`src/rtl/seq_divider_16_pkg.sv`:
```
// ============================================================================
// div_pkg : shared state encoding and defaults for the sequential divider
// Rev 1.0
// ============================================================================
`default_nettype none

package div_pkg;

  localparam int DIV_WIDTH_DEFAULT = 16;

  typedef enum logic [2:0] {
    IDLE   = 3'd0,
    LOAD_A = 3'd1,
    LOAD_B = 3'd2,
    CHECK  = 3'd3,
    ITER   = 3'd4,
    DONE   = 3'd5
  } div_state_t;

endpackage

`default_nettype wire

```
`src/rtl/seq_divider_16_if.sv`:
```
// ============================================================================
// seq_divider_16_if : operand/result bus shared with the arithmetic sequencer
// Rev 1.0
// ============================================================================
`default_nettype none

interface seq_divider_16_if #(
  parameter int WIDTH = div_pkg::DIV_WIDTH_DEFAULT
);
  logic             start;
  logic [WIDTH-1:0] data_in;
  logic [WIDTH-1:0] quotient;
  logic [WIDTH-1:0] remainder;
  logic             done;
  logic             busy;
  logic             div_by_zero;

  modport master (
    output start, data_in,
    input  quotient, remainder, done, busy, div_by_zero
  );

  modport slave (
    input  start, data_in,
    output quotient, remainder, done, busy, div_by_zero
  );
endinterface

`default_nettype wire

```
`src/rtl/seq_divider_16_datapath.sv`:
```
// ============================================================================
// seq_div_datapath : R/Q/D registers, restoring shift-subtract step, results
// Rev 1.0
// ============================================================================
`default_nettype none

module seq_div_datapath
  import div_pkg::*;
#(
  parameter int WIDTH = DIV_WIDTH_DEFAULT
) (
  input  wire logic             clk,
  input  wire logic             rst_n,
  input  wire logic             load_a,
  input  wire logic             load_b,
  input  wire logic             check_en,
  input  wire logic             iter_en,
  input  wire logic [WIDTH-1:0] data_in,
  output logic      [WIDTH-1:0] quotient,
  output logic      [WIDTH-1:0] remainder,
  output logic                  div_by_zero,
  output logic                  cnt_one,
  output logic                  d_is_zero
);

  localparam int CW = $clog2(WIDTH + 1);

  logic [WIDTH-1:0]   r_rem;
  logic [WIDTH-1:0]   r_q;
  logic [WIDTH-1:0]   r_d;
  logic [CW-1:0]      r_cnt;

  logic [2*WIDTH-1:0] w_shift;
  logic [WIDTH:0]     w_trial;
  logic [WIDTH-1:0]   w_rem_next;
  logic [WIDTH-1:0]   w_q_next;

  // Trial subtraction is one bit wider so its MSB is the borrow.
  always_comb begin
    w_shift    = {r_rem, r_q} << 1;
    w_trial    = {1'b0, w_shift[2*WIDTH-1:WIDTH]} - {1'b0, r_d};
    w_rem_next = w_trial[WIDTH] ? w_shift[2*WIDTH-1:WIDTH] : w_trial[WIDTH-1:0];
    w_q_next   = {w_shift[WIDTH-1:1], ~w_trial[WIDTH]};
  end

  assign cnt_one   = (r_cnt == CW'(1));
  assign d_is_zero = (r_d == '0);

  always_ff @(posedge clk or negedge rst_n) begin
    if (!rst_n) begin
      r_rem       <= '0;
      r_q         <= '0;
      r_d         <= '0;
      r_cnt       <= '0;
      quotient    <= '0;
      remainder   <= '0;
      div_by_zero <= 1'b0;
    end else begin
      if (load_a) begin
        r_q         <= data_in;
        quotient    <= '0;
        remainder   <= '0;
        div_by_zero <= 1'b0;
      end
      if (load_b) r_d <= data_in;
      if (check_en) begin
        if (d_is_zero) begin
          quotient    <= '1;
          remainder   <= r_q;
          div_by_zero <= 1'b1;
        end else begin
          r_rem       <= '0;
          r_cnt       <= CW'(WIDTH);
          div_by_zero <= 1'b0;
        end
      end
      if (iter_en) begin
        r_rem <= w_rem_next;
        r_q   <= w_q_next;
        r_cnt <= r_cnt - CW'(1);
        // Final step publishes the results as the FSM enters DONE.
        if (cnt_one) begin
          quotient  <= w_q_next;
          remainder <= w_rem_next;
        end
      end
    end
  end

endmodule

`default_nettype wire

```
`src/rtl/seq_divider_16.sv`:
```
// ============================================================================
// seq_divider_16 : sequential unsigned restoring divider, one quotient bit/clk
// Rev 1.0
// ============================================================================
`default_nettype none

module seq_divider_16
  import div_pkg::*;
#(
  parameter int WIDTH = DIV_WIDTH_DEFAULT
) (
  input wire logic         clk,
  input wire logic         rst_n,
  seq_divider_16_if.slave  bus
);

  div_state_t       r_state;
  div_state_t       w_next;
  logic             w_cnt_one;
  logic             w_d_is_zero;
  logic [WIDTH-1:0] w_quotient;
  logic [WIDTH-1:0] w_remainder;
  logic             w_dbz;

  always_ff @(posedge clk or negedge rst_n) begin
    if (!rst_n) r_state <= IDLE;
    else        r_state <= w_next;
  end

  // start is only looked at in IDLE and DONE, so a level held through busy is harmless.
  always_comb begin
    w_next = r_state;
    case (r_state)
      IDLE:    if (bus.start) w_next = LOAD_A;
      LOAD_A:  w_next = LOAD_B;
      LOAD_B:  w_next = CHECK;
      CHECK:   w_next = w_d_is_zero ? DONE : ITER;
      ITER:    if (w_cnt_one) w_next = DONE;
      DONE:    if (!bus.start) w_next = IDLE;
      default: w_next = IDLE;
    endcase
  end

  seq_div_datapath #(.WIDTH(WIDTH)) u_datapath (
    .clk         (clk),
    .rst_n       (rst_n),
    .load_a      (r_state == LOAD_A),
    .load_b      (r_state == LOAD_B),
    .check_en    (r_state == CHECK),
    .iter_en     (r_state == ITER),
    .data_in     (bus.data_in),
    .quotient    (w_quotient),
    .remainder   (w_remainder),
    .div_by_zero (w_dbz),
    .cnt_one     (w_cnt_one),
    .d_is_zero   (w_d_is_zero)
  );

  assign bus.quotient    = w_quotient;
  assign bus.remainder   = w_remainder;
  assign bus.div_by_zero = w_dbz;
  assign bus.done        = (r_state == DONE);
  assign bus.busy        = (r_state == LOAD_A) || (r_state == LOAD_B) ||
                           (r_state == CHECK)  || (r_state == ITER);

endmodule

`default_nettype wire
```
`src/flat_wrapper.sv`:
```
// flat-port wrapper written by rule: the top's interface ports become plain ports
module seq_divider_16_flat import div_pkg::*;
#(
  parameter int WIDTH = DIV_WIDTH_DEFAULT
)
  (clk, rst_n, bus_start, bus_data_in, bus_quotient, bus_remainder, bus_done, bus_busy, bus_div_by_zero);
  seq_divider_16_if #(.WIDTH(WIDTH)) bus_i ();
  input wire logic clk;
  input wire logic rst_n;
  input wire logic [$bits(bus_i.start)-1:0] bus_start;
  input wire logic [$bits(bus_i.data_in)-1:0] bus_data_in;
  output wire logic [$bits(bus_i.quotient)-1:0] bus_quotient;
  output wire logic [$bits(bus_i.remainder)-1:0] bus_remainder;
  output wire logic [$bits(bus_i.done)-1:0] bus_done;
  output wire logic [$bits(bus_i.busy)-1:0] bus_busy;
  output wire logic [$bits(bus_i.div_by_zero)-1:0] bus_div_by_zero;
  assign bus_i.start = bus_start;
  assign bus_i.data_in = bus_data_in;
  assign bus_quotient = bus_i.quotient;
  assign bus_remainder = bus_i.remainder;
  assign bus_done = bus_i.done;
  assign bus_busy = bus_i.busy;
  assign bus_div_by_zero = bus_i.div_by_zero;
  seq_divider_16 #(.WIDTH(WIDTH)) u_core (.clk(clk), .rst_n(rst_n), .bus(bus_i));
endmodule
```
`config.mk`:
```
export PLATFORM = sky130hd
export DESIGN_NAME = seq_divider_16_flat
export DESIGN_NICKNAME = d
export VERILOG_FILES = /design/src/rtl/seq_divider_16_pkg.sv /design/src/rtl/seq_divider_16_if.sv /design/src/rtl/seq_divider_16_datapath.sv /design/src/rtl/seq_divider_16.sv /design/src/flat_wrapper.sv
export SDC_FILE = /design/constraint.sdc
export NUM_CORES = 1
export LEC_CHECK = 0
export ABC_AREA = 1
export CAP_MARGIN = 10
export CORE_ASPECT_RATIO = 0.75
export CORE_MARGIN = 4
export CORE_UTILIZATION = 46
export DETAILED_ROUTE_END_ITERATION = 10
export PLACE_DENSITY = 0.67
export SYNTH_ARGS = -nofsm -noshare
export SYNTH_HDL_FRONTEND = slang
export SYNTH_SLANG_ARGS = --single-unit
```
`constraint.sdc`:
```
create_clock -name clk -period 5.1 [get_ports clk]
set_input_delay 0.765 -clock clk [delete_from_list [all_inputs] [get_ports clk]]
set_output_delay 0.765 -clock clk [all_outputs]
set_load 0.02 [all_outputs]
```
==> flow_results.org <==
** Pwr
- Static Leak :: approximately 3.2 nW
- Peak ir drop on the vdd network :: ~0.22 mV
- Power spread over the standard cell area amounts to 622.8 nW/um2.

** Synthesis
- Most used DFF post-synth :: dfrtp_1
- Cell accounting for the most synthesized area :: dfrtp_1
- Unique cell type count in the Yosys netlist :: 35
- Top post-synthesis cells by area :: dfrtp_1 42%, nand2_1 15%, inv_1 8.0%, nand3_1 5.9%, ha_1 4.6%
- Ranked by instance count, the synthesized netlist is headed by 202 x nand2_1, 111 x inv_1, 88 x dfrtp_1.
- Average cell area after synthesis :: 7.455 um2
- In the synthesized netlist the async set-or-reset flop fraction comes to 100.0%.
- By instance count, the leading cell after synthesis is nand2_1.
- Yosys mapped a number of flops with a built-in enable equal to 0.
- Proportion of netlist area held by the largest area contributor :: between 40% and 50%
- Synthesis produced a netlist with a net count of 738.
- Synthesis produced 699 cells.
- After synthesis the cells add up to roughly 5200 um2.
- The share of the Yosys chip area taken by registers is between 40% and 50%.
- Flop and latch count out of synthesis :: between 80 and 90
- For this run, the number of Yosys warnings is 0.

** Placement
- Placement-stage cell area :: slightly below 6000 um2
- Port Buf Inserts :: 53
- After legalization and detailed placement, the total HPWL measured slightly above 10 mm.
- Global placer's final weighted congestion :: 0.9132
- The number of placed instances, taps included, is approximately 870.

** Flow run
- Across the run, the number of max-cap violations was 0.

** STA
- Worst slew margin :: between 30% and 40%
- After layout, the minimum clock period comes to 3.560 ns.
- Worst Tran Pin Value :: just over 1 ns
- Number of pins exceeding their max-slew limit in the final report :: 0
- For this run, the top clock speed supported by timing is 280.9 MHz.
- Final setup TNS :: 0 ns
- Setup violations remaining at the end of the flow were counted as 0.
- Between clock sinks in the finished design, the worst skew comes to 0.007092 ns.
- Hold violation count in the final report :: 0
- Setup repair after global routing left no endpoint under its margin.
- Final clock period utilization by the worst path :: a little over two thirds

** Clock tree
- Library cell used as clock root buffer :: clkbuf_16
- Buffers from clock root to sink, at most :: 2
- Clk slew on worst S/H paths :: about 0.070 ns
- Number of clock buffers inserted by TritonCTS :: 9
- The clock tree synthesis step divided the H-tree into 3 levels.
- CTS tree :: built
- Once the clock tree was built, the resizer swapped 0 gates to a different size.
- At the later pin of the worst-skew pair, clock insertion delay measures 0.34 ns.
- Once the clock tree was built, the setup fixing pass inserted 0 buffers.
- Cts hold-fix bufs :: 0
- Counting every sink on the clock net gives 88.

** Routing
- Iteration-0 DRC count of the detailed router :: between 400 and 500
- Using the TritonRoute via totals, the vias-per-cell ratio works out to 5.408.
- Once detail routing completed, the nets flagged for antenna violations numbered 0.
- After detailed routing, the number of remaining DRC violations is 0.
- First-pass iteration count of the detailed router :: 5
- For this block, the via count after detailed routing is 4775.
- Final WL :: around 14 mm
- Routed wire per std cell :: 15.96 um

** Global routing
- GR Layer Usage met1 :: about 33%
- Global routing used ~33% of the available met2 tracks.
- Number of antenna violations at the first check in global routing :: 0
- For met3 alone, demand over resource in global routing was just under 5%.
- Wire length of the first global-routing pass :: between 20 and 25 mm
- Overall global routing resource usage :: 22.49%
- The via count of the first global-routing pass is approximately 4600.
- Layer carrying the most global-route usage :: met1
- Total gr overflow :: 0
- Entering global routing, the biggest net connects 55 pins.

** Final layout
- Summed area of non-filler cells in the final layout :: ~6100 um2
- Number of inserted filler cells in the final layout :: roughly 1000
- Share of layout cells above drive strength 1 :: a little over 6%
- For this run, the share of the core covered by cells in the final layout is between 50% and 60%.
- Nets@finish :: between 700 and 800
- Compared with the post-synthesis result, the final layout area differs by 16.54%.
- The number of antenna diodes in the final layout is 0.
- The finished layout holds roughly 900 standard cells, fillers aside.

** Floorplan
- Initial core utilization :: 47.45%
- The core region is 10980 um2.
- The die is approximately 100 um tall.
- Die extent in x :: between 100 and 150 um
- In this run the core area contains 33 standard-cell rows.
- IO Pins :: 54
- Die footprint :: about 13000 um2

** Critical path
- Crit path kind :: register to output pin
- STA puts the critical path data required time at around 4.3 ns.
- The worst setup path is captured at an output pin.
- Element type at the critical path start :: register
- STA puts the critical path data arrival time at around 2.8 ns.
- Of all nets on the critical path, the largest fanout is 25.
- The setup check on the worst reg-to-reg path leaves a slack of 2.18 ns.

** Run status
- Status :: complete, no violations

** Worst hold path
- The tightest min-delay check is of the primary input to asynchronous set/reset pin type.
[routing by layer]
layer  vias up  routed length (um)
met4         0                 306
li1       2343                   -
met2       185                6078
met5         -                   0
met1      2221                6675
met3        26                1036
[layout by cell type (no fill, tap or decap)]
master	count
a21oi_1	39
a21oi_2	1
a22oi_1	6
a31oi_1	1
a32oi_1	9
buf_4	5
clkbuf_1	1
clkbuf_16	9
clkbuf_8	2
clkdlybuf4s50_1	52
clkinv_2	2
clkinv_4	1
dfrtp_1	88
fa_1	1
ha_1	19
inv_1	111
inv_2	4
inv_4	1
inv_6	1
nand2_1	202
nand2_2	4
nand2_4	1
nand3_1	61
nand3_2	7
nand3b_1	1
nand3b_2	1
nand4_1	7
nor2_1	27
nor2_2	4
nor3_1	4
o211ai_1	21
o21ai_0	30
o21ai_1	8
o21ai_2	1
o221ai_1	1
o22ai_1	1
or2_2	1
or3_1	1
xnor2_1	1
xor2_1	6
[worst paths after layout]
kind / startpoint / to / depth (start not counted)
worst max register to register: u_core.r_state[0] / u_core.u_datapath.remainder[4] / 9
worst min-delay path: rst_n / u_core.u_datapath.r_cnt[2] / 1
worst min register to register: u_core.u_datapath.r_cnt[3] / u_core.u_datapath.r_cnt[3] / 1
max in group asynchronous: rst_n / u_core.u_datapath.remainder[2] / 2
worst max-delay path: u_core.r_state[0] / bus_busy / 9
min in group clk: u_core.u_datapath.r_cnt[3] / u_core.u_datapath.r_cnt[3] / 1
[critical path, stage by stage, from the launching register on]
cell	delay, ns
dfrtp_1	0.40
nor2_1	0.13
inv_1	0.08
nor2_2	0.10
inv_1	0.04
buf_4	0.20
nand2_1	0.55
inv_2	0.23
nand2_1	0.12
clkdlybuf4s50_1	0.60
[logic make-up (layout without fill, tap and decap cells)]
group                      Yosys count  after routing  share of synthesized area (%)
xor gates and xnor gates             7              7                          1.176
DFF                                 88             88                          42.26
AOI/OAI and AO/OA                  118            118                          13.54
buffers and inverters              145            189                          11.38
adders and majority gates           20             20                          4.946
and+or+nand+nor                    321            321                          26.70
[per-stage QoR]
step	hold slack, ns	setup slack [ns]	power (mW)
finish	0.3740	1.540	3.782
global route	0.4075	1.282	4.117
CTS	0.3866	1.551	3.781
detailed placement	0.4734	1.916	3.134
global placement	0.4684	2.001	3.082
floorplan	0.4530	3.059	2.571
[sequential cells by signal, summed over array words and instances, names as in the netlist]
signal	flops
u_core.u_datapath.r_d	16
u_core.u_datapath.r_rem	15
u_core.u_datapath.r_cnt	5
u_core.u_datapath.r_q	16
u_core.u_datapath.div_by_zero	1
u_core.u_datapath.quotient	16
u_core.u_datapath.remainder	16
u_core.r_state	3
[area by class of cell]
class                      instances  area, um2  share of cell area (%)
tap                              140      175.2                   2.884
clock inverter                     4      27.53                  0.4532
sequential                        88       2202                   36.26
inverter                         116      437.9                   7.211
multi-input combinational        466       2416                   39.78
clock buffer                      12      256.5                   4.223
timing repair buffer              57      558.0                   9.188
[report_power, final]
| part | total (mW) | switching, mW | internal (mW) | leakage (nW) |
|---|---|---|---|---|
| Clock | 0.630 | 0.272 | 0.358 | 0.143 |
| Sequential | 1.11 | 0.151 | 0.957 | 1.13 |
| Combinational | 2.04 | 1.36 | 0.685 | 1.95 |
| Total | 3.78 | 1.78 | 2.00 | 3.23 |
(Power assumes the default switching activity.)
